==> src/rtl/boxcar_filter_mc.sv <==
// Multi-channel moving-average filter with a power-of-two window chosen at run time.
// Channels share one datapath and one history RAM, and are processed one after another.
module boxcar_filter_mc #(
    parameter int DW        = 16,
    parameter int MAX_DEPTH = 64,
    parameter int CHANNELS  = 2
) (
    input  logic                                     clk_i,
    input  logic                                     srst_n_i,
    input  logic                                     sample_tick_i,
    input  logic [CHANNELS*DW-1:0]                   data_i,
    input  logic [$clog2($clog2(MAX_DEPTH)+1)-1:0]   depth_log2_i,
    output logic [CHANNELS*DW-1:0]                   data_o,
    output logic                                     valid_o,
    output logic                                     overrun_o
);

    // state | meaning
    // IDLE  | waiting for sample_tick_i
    // RD    | history read issued for channel ch
    // ACC   | running sum update and history write for channel ch
    // OUT   | publish all channel outputs, advance pointer and fill count
    typedef enum logic [1:0] {IDLE, RD, ACC, OUT} state_t;

    localparam int AW   = $clog2(MAX_DEPTH);
    localparam int DLW  = $clog2(AW + 1);
    localparam int CW   = (CHANNELS > 1) ? $clog2(CHANNELS) : 1;
    localparam int ACCW = DW + AW;

    state_t state_q, state_d;

    logic [CW-1:0]          ch;
    logic [AW-1:0]          wptr;
    logic [AW:0]            fill;
    logic [DLW-1:0]         dreg;
    logic [DLW-1:0]         depth_clamped;
    logic [CHANNELS*DW-1:0] sample_q;
    logic signed [ACCW-1:0] acc [CHANNELS];
    logic [DW-1:0]          mem [CHANNELS*MAX_DEPTH];
    logic [DW-1:0]          rd_data;
    logic [AW:0]            win;
    logic [AW-1:0]          rd_ptr;
    logic signed [DW-1:0]   cur;
    logic signed [DW-1:0]   old;
    logic                   last_ch;

    assign depth_clamped = (depth_log2_i > DLW'(AW)) ? DLW'(AW) : depth_log2_i;
    assign win           = (AW+1)'(1) << dreg;
    // At the full window the read lands on the slot about to be overwritten.
    assign rd_ptr        = wptr - win[AW-1:0];
    assign last_ch       = (ch == CW'(CHANNELS - 1));
    assign cur           = sample_q[ch*DW +: DW];
    assign old           = (fill >= win) ? rd_data : '0;

    always_ff @(posedge clk_i) begin
        if (state_q == RD) begin
            rd_data <= mem[{ch, rd_ptr}];
        end
        if (state_q == ACC) begin
            mem[{ch, wptr}] <= cur;
        end
    end

    always_ff @(posedge clk_i) begin
        if (!srst_n_i) begin
            state_q <= IDLE;
        end else begin
            state_q <= state_d;
        end
    end

    always_comb begin
        state_d = state_q;
        unique case (state_q)
            IDLE:    if (sample_tick_i) state_d = RD;
            RD:      state_d = ACC;
            ACC:     state_d = last_ch ? OUT : RD;
            OUT:     state_d = IDLE;
            default: state_d = IDLE;
        endcase
    end

    always_ff @(posedge clk_i) begin
        if (!srst_n_i) begin
            ch        <= '0;
            wptr      <= '0;
            fill      <= '0;
            dreg      <= '0;
            sample_q  <= '0;
            data_o    <= '0;
            valid_o   <= 1'b0;
            overrun_o <= 1'b0;
            for (int c = 0; c < CHANNELS; c++) begin
                acc[c] <= '0;
            end
        end else begin
            valid_o <= 1'b0;
            if (sample_tick_i && (state_q != IDLE)) begin
                overrun_o <= 1'b1;
            end
            case (state_q)
                IDLE: begin
                    if (sample_tick_i) begin
                        sample_q <= data_i;
                        ch       <= '0;
                        // A new window restarts warm-up from an empty history.
                        if (depth_clamped != dreg) begin
                            for (int c = 0; c < CHANNELS; c++) begin
                                acc[c] <= '0;
                            end
                            fill <= '0;
                            dreg <= depth_clamped;
                        end
                    end
                end
                ACC: begin
                    acc[ch] <= acc[ch] + ACCW'(cur) - ACCW'(old);
                    if (!last_ch) begin
                        ch <= ch + 1'b1;
                    end
                end
                OUT: begin
                    for (int c = 0; c < CHANNELS; c++) begin
                        data_o[c*DW +: DW] <= DW'(acc[c] >>> dreg);
                    end
                    valid_o <= 1'b1;
                    wptr    <= wptr + 1'b1;
                    if (fill != (AW+1)'(MAX_DEPTH)) begin
                        fill <= fill + 1'b1;
                    end
                end
                default: ;
            endcase
        end
    end

endmodule

==> config.mk <==
export PLATFORM = sky130hd
export DESIGN_NAME = boxcar_filter_mc
export DESIGN_NICKNAME = d
export VERILOG_FILES = /design/src/rtl/boxcar_filter_mc.sv
export SDC_FILE = /design/constraint.sdc
export NUM_CORES = 2
export LEC_CHECK = 0
export BUFFER_PORTS_ARGS = -buffer_cell sky130_fd_sc_hd__buf_2
export CORE_MARGIN = 2
export CORE_UTILIZATION = 68
export CTS_CLUSTER_SIZE = 24
export DETAILED_ROUTE_END_ITERATION = 8
export PLACE_DENSITY_LB_ADDON = 0.2
export RECOVER_POWER = 50
export SKIP_LAST_GASP = 1
export SYNTH_ARGS = -nofsm -noshare
export SYNTH_HDL_FRONTEND = slang
export SYNTH_SLANG_ARGS = --single-unit
==> constraint.sdc <==
create_clock -name clk_i -period 15.73 [get_ports clk_i]
set_clock_uncertainty 0.15 [all_clocks]
set_input_delay 0 -clock clk_i [delete_from_list [all_inputs] [get_ports clk_i]]
set_output_delay 0 -clock clk_i [all_outputs]
set_load 0.01 [all_outputs]
Yosys cells after proc, flatten, opt, wreduce, memory -nomap -nowiden:

Memory sizes are Yosys's and may differ from the RTL's. A register that Yosys moved wholly into a read port is not among the register bits.
Index checks and enable logic that the tools add are counted.

* flip-flop bits (word level): 85
* input bits: 38
* bits in writable memories: 2092
* memories: 2
* word-level logic and storage cells: 73
* output and inout bits: 34

Memories
* mem: depth 128, width 16, read ports 1, clocked after memory_dff 1, write ports 1, line 39 `logic [DW-1:0] mem [CHANNELS*MAX_DEPTH];`
* acc: depth 2, width 22, read ports 3, clocked after memory_dff 1, write ports 2, line 38 `logic signed [ACCW-1:0] acc [CHANNELS];`

* magnitude comparators: 2
* bitwise gates (word level): 2
* equality and inequality tests: 8
* add/sub/neg operators: 6
* multiplexer cells: 30
* reduce and logical (&&, ||, !) cells: 10
* shift-type cells: 4

Operators by type and width (number)
* 2-to-1 mux 22 bit: 3
* >>> shifter 22 x 3 -> 16 bit: 2
* variable part select 32 x 6 -> 16 bit: 1
* adder 22 x 16 -> 22 bit: 1
* OR reduction 22 bit: 1
* subtractor 22 x 16 -> 22 bit: 1
* 2-to-1 mux 7 bit: 3
* 2-to-1 mux 1 bit: 17
* 2-to-1 mux 16 bit: 1
* case mux 7 bit (2 select lines): 1
* case mux 2 bit (4 select lines): 1
* adder 7 x 1 -> 7 bit, second input constant: 1
* >= comparator 7 bit: 1
* != test 7 bit, second input constant: 1
* left shift 1 x 3 -> 7 bit, first input constant: 1
* adder 6 x 1 -> 6 bit, second input constant: 1
* != test 2 bit, second input constant: 3
* nonzero test 2 bit: 3
* subtractor 6 bit: 1
* == test 2 bit, second input constant: 2
* 2-to-1 mux 2 bit: 2
* AND reduction 2 bit: 2
* AND reduction 4 bit: 1
* > comparator 3 bit, second input constant: 1
* other kinds (9): 10

Longest topological paths before layout:

* depth in word-level cells: 10
* gate-level depth with buffers: 25
* gate-level depth less buffers: 21

Worst setup path after synthesis:

No wires, ideal clock.

* path type: register -> register
* start: register dreg[0]
* end: memory acc[0][18] (netlist name) (data pin)
* path buffers: 4
* setup slack: 10030 ps
* data arrival time: 5286 ps
* clock period less this slack: 5700 ps
* data required time: 15316 ps
* cell stages (with the launch flop): 26
* setup time: 264 ps
* cell sequence: dfxtp_1 buf_2 buf_2 clkbuf_1 nor3_1 ha_1 nand2b_1 a21o_1 a21o_1 a21o_1 a21o_1 a211oi_2 clkbuf_1 nor2_1 ha_1 inv_1 ha_1 inv_1 fa_1 nor2b_1 o21ai_0 a21oi_1 o31ai_1 a2111oi_0 o21ai_0 nor3b_1

RTL lines
* start, declared: line 35 `logic [DLW-1:0] dreg;`
* start signal, assigned: line 112 `dreg <= depth_clamped;`
* end, declared: line 38

Final worst setup path:

* start: register ch
* end: memory mem[69][15] (data pin)

* cells in the longest elaborated chain, start to end: 1

RTL lines
* start, declared: line 32 `logic [CW-1:0] ch;`
* start signal, assigned: line 119 `ch <= ch + 1'b1;`
* variable part select 32 x 6 -> 16 bit: line 52 `assign cur = sample_q[ch*DW +: DW];`
* named net cur[15]: line 43 `logic signed [DW-1:0] cur;`
* end, declared: line 39

The timed path passes the listed nets, and every way through them passes these cells.

==> flow_metrics.tcl <==
set metrics [dict create \
    syn-cell-area_um2 87700 \
    die_w_um 363 \
    worstPathArrival_ns 8.16 \
    synth_top_area_share_pct 72.2 \
    whs_ns 0.335 \
    async_reset_ff_share_pct 0 \
    r2r-end "mem[69][15]" \
    core_area_um2 128000 \
    htreeDepth 4 \
    rsz0062_at_grt "false" \
    fin_util_pct 76.6 \
    numCtsBuffers 207 \
    ys_types 69 \
    synth_warnings 0 \
    leakage_nw 32.7 \
    synth_edf_count 2108 \
    clk_latency_ns 0.85 \
    slew_viol_final 992 \
    hold_depth 2 \
    first_pass_iters 9 \
    antenna_found_initial 19 \
    die_height_um 363 \
    routed_wl_um 226000 \
    min_path_type "reg -> reg" \
    final_common_cell "edfxtp_1" \
    crit_slowest_cell "mux2_1" \
    period_minus_slack_ns 8.16 \
    failed_checks "capacitance limit, slew limit" \
    drive_gt1_share_pct 19.8 \
    grt_use_total_pct 35.0 \
    post-cts-setup-buffer-count 0 \
    layout_common_cells "2108 x edfxtp_1, 557 x mux4_2, 553 x nand2_1" \
    synth-seq-cells 2194 \
    ys_seq_area_share_pct 74.1 \
    maxSlewHeadroom_pct -153 \
    setup_violations 0 \
    syn_nets 4775 \
    dp_hpwl_um 123000 \
    numClockSinks 2194 \
    worstPathRequired_ns 15.73 \
    cts_tree "done" \
    hold_start "sample_q[14]" \
    num_rows 131 \
    fillers 6661 \
    wl_per_cell_um 33.1 \
    gr-total-overflow 0 \
    cp_cell_sequence "clkbuf_1 > mux2_1 > clkbuf_1" \
    synth_area_leaders "edfxtp_1 72%, mux4_2 14%, nand2_1 2.4%, dfxtp_1 2.0%, nand3_1 1.8%" \
    rrSetupSlack_ns 7.57 \
    ir_drop_v 0.000146 \
    cp_common_cell "clkbuf_1" \
    vias 48100 \
    multi_input_area_um2 21400 \
    syn_inst 4677 \
    synthFlopType "edfxtp_1" \
    tns_ns 0 \
    clock-root-buffer "clkbuf_16" \
    io_buffers 71 \
    dieArea_um2 132000 \
    worstMarginPinSlew_ns 3.79 \
    synth_top_area_cell "edfxtp_1" \
    cp_max_fo 76 \
    r2r_start "ch" \
    cts_resized 0 \
    status "complete, but fails checks" \
    gp_congestion 0.872 \
    reg2reg_depth 3 \
    ant_nets 0 \
    powerDensity_nw_per_um2 136 \
    syn_avg_cell_area_um2 18.8 \
    io_pins 72 \
    cap_viol_max_count 22 \
    finalCritPeriodShare_pct 51.9 \
    hold_viol_final 0 \
    grt_pass1_vias 47700 \
    crit_family "buffers and inverters" \
    cp_num_buf_inv 2 \
    vias_per_cell 7.03 \
    hold_buffers 137 \
    hold_path_end "sample_q[14]" \
    drc 0 \
    cp-end-kind "flip-flop" \
    clk_pin_slew_ns 0.06 \
    start_util_pct 68.6 \
    fmax_ghz 0.123 \
    critPathKind "reg -> reg" \
    seq_area_um2 65000 \
    max_stage_delay_ns 2.49 \
    grt_max_degree 148 \
    grt_pass1_wl_um 328000 \
    critPathLaunchType "flip-flop" \
    syn_to_final_growth_pct 11.7 \
    nets 5093 \
    drt_iter0_drc 7585 \
    ctsLongestPathBuffers 3 \
]
[synth_stat cells (15+ instances only)]
| master | count |
|---|---|
| clkbuf_1 | 148 |
| mux4_2 | 557 |
| dfxtp_1 | 86 |
| xnor2_1 | 23 |
| ha_1 | 38 |
| a21oi_1 | 61 |
| buf_1 | 32 |
| and2_1 | 15 |
| and4_1 | 15 |
| fa_1 | 22 |
| edfxtp_1 | 2108 |
| inv_1 | 60 |
| mux2i_1 | 66 |
| a22oi_1 | 16 |
| o21ai_0 | 18 |
| a21o_1 | 15 |
| nand4_1 | 27 |
| nor2_1 | 233 |
| nor2b_1 | 16 |
| nand2_1 | 553 |
| nand3_1 | 321 |
| buf_2 | 80 |
[how the worst max path moves through the flow]
stage / startpoint / endpoint / slack (ns) / depth (start not counted)
2_1_floorplan: dreg[0] / acc[0][18] / 10.03 / 25
3_3_place_gp: dreg[0] / acc[1][21] / 8.89 / 19
3_5_place_dp: dreg[0] / acc[1][19] / 8.84 / 19
4_1_cts: dreg[0] / acc[1][19] / 8.81 / 19
5_1_grt: ch / mem[70][15] / 7.26 / 3
6_report: ch / mem[69][15] / 7.57 / 3
[power breakdown]
part / leakage (nW) / switching (mW) / internal [mW] / total [mW]
Clock: 3.15 / 2.13 / 2.66 / 4.79
Sequential: 20.9 / 0.0349 / 6.47 / 6.51
Combinational: 8.61 / 1.27 / 0.795 / 2.07
[layout make-up]
| type | count | area share, % |
|---|---|---|
| tap | 1662 | 2.12 |
| inverter | 62 | 0.257 |
| clock inverter | 119 | 0.977 |
| antenna | 8 | 0.0204 |
| clock buffer | 262 | 5.59 |
| timing repair buffer | 381 | 2.81 |
| sequential | 2194 | 66.4 |
| multi-input combinational | 2149 | 21.8 |
[per-layer routing]
layer	track usage [%]	up-vias	routed length (um)
met1	49.2	24500	79500
met3	9.31	656	29500
met5	0	-	100
li1	-	19300	-
met2	53.0	3625	106000
met4	15.4	12	11300
[worst register-to-register path: stages, from the launching register on]
cell      delay [ns]
dfxtp_1         0.38
clkbuf_1        1.84
mux2_1          2.50
clkbuf_1        2.53
[metrics by stage]
| step | power, mW | cells | area (um2) | setup WS, ns |
|---|---|---|---|---|
| 2_1_floorplan | 8.01 | 4677 | 87700 | 10.03 |
| 3_3_place_gp | 8.57 | 6310 | 90500 | 8.89 |
| 3_5_place_dp | 8.60 | 6310 | 90500 | 8.84 |
| 4_1_cts | 13.3 | 6828 | 98300 | 8.81 |
| 5_1_grt | 13.7 | 6830 | 97900 | 7.26 |
| 6_report | 13.4 | 6837 | 98000 | 7.57 |
[sequential cells by signal (all words and copies together), names as in the netlist, named ones only]
| register | count |
|---|---|
| ch | 1 |
| fill | 7 |
| mem | 2048 |
| sample_q | 32 |
| rd_data | 16 |
| wptr | 6 |
| dreg | 3 |
| data_o | 32 |
| overrun_o | 1 |
| acc | 44 |
| state_q | 2 |
| valid_o | 1 |
[cell families (layout without fill, tap and decap cells)]
kind of cell | after synthesis | after routing | share of synthesized area (%)
flip-flops | 2194 | 2194 | 74.1
AND/OR/NAND/NOR | 1226 | 1226 | 6.10
multiplexers | 633 | 633 | 15.2
buffers and inverters | 334 | 824 | 1.62
AO/OA/AOI/OAI | 191 | 191 | 1.49
adder cells (fa/ha/maj) | 60 | 60 | 1.04
XOR/XNOR | 39 | 39 | 0.438
other | 0 | 8 | 0
(Power assumes the default switching activity.)
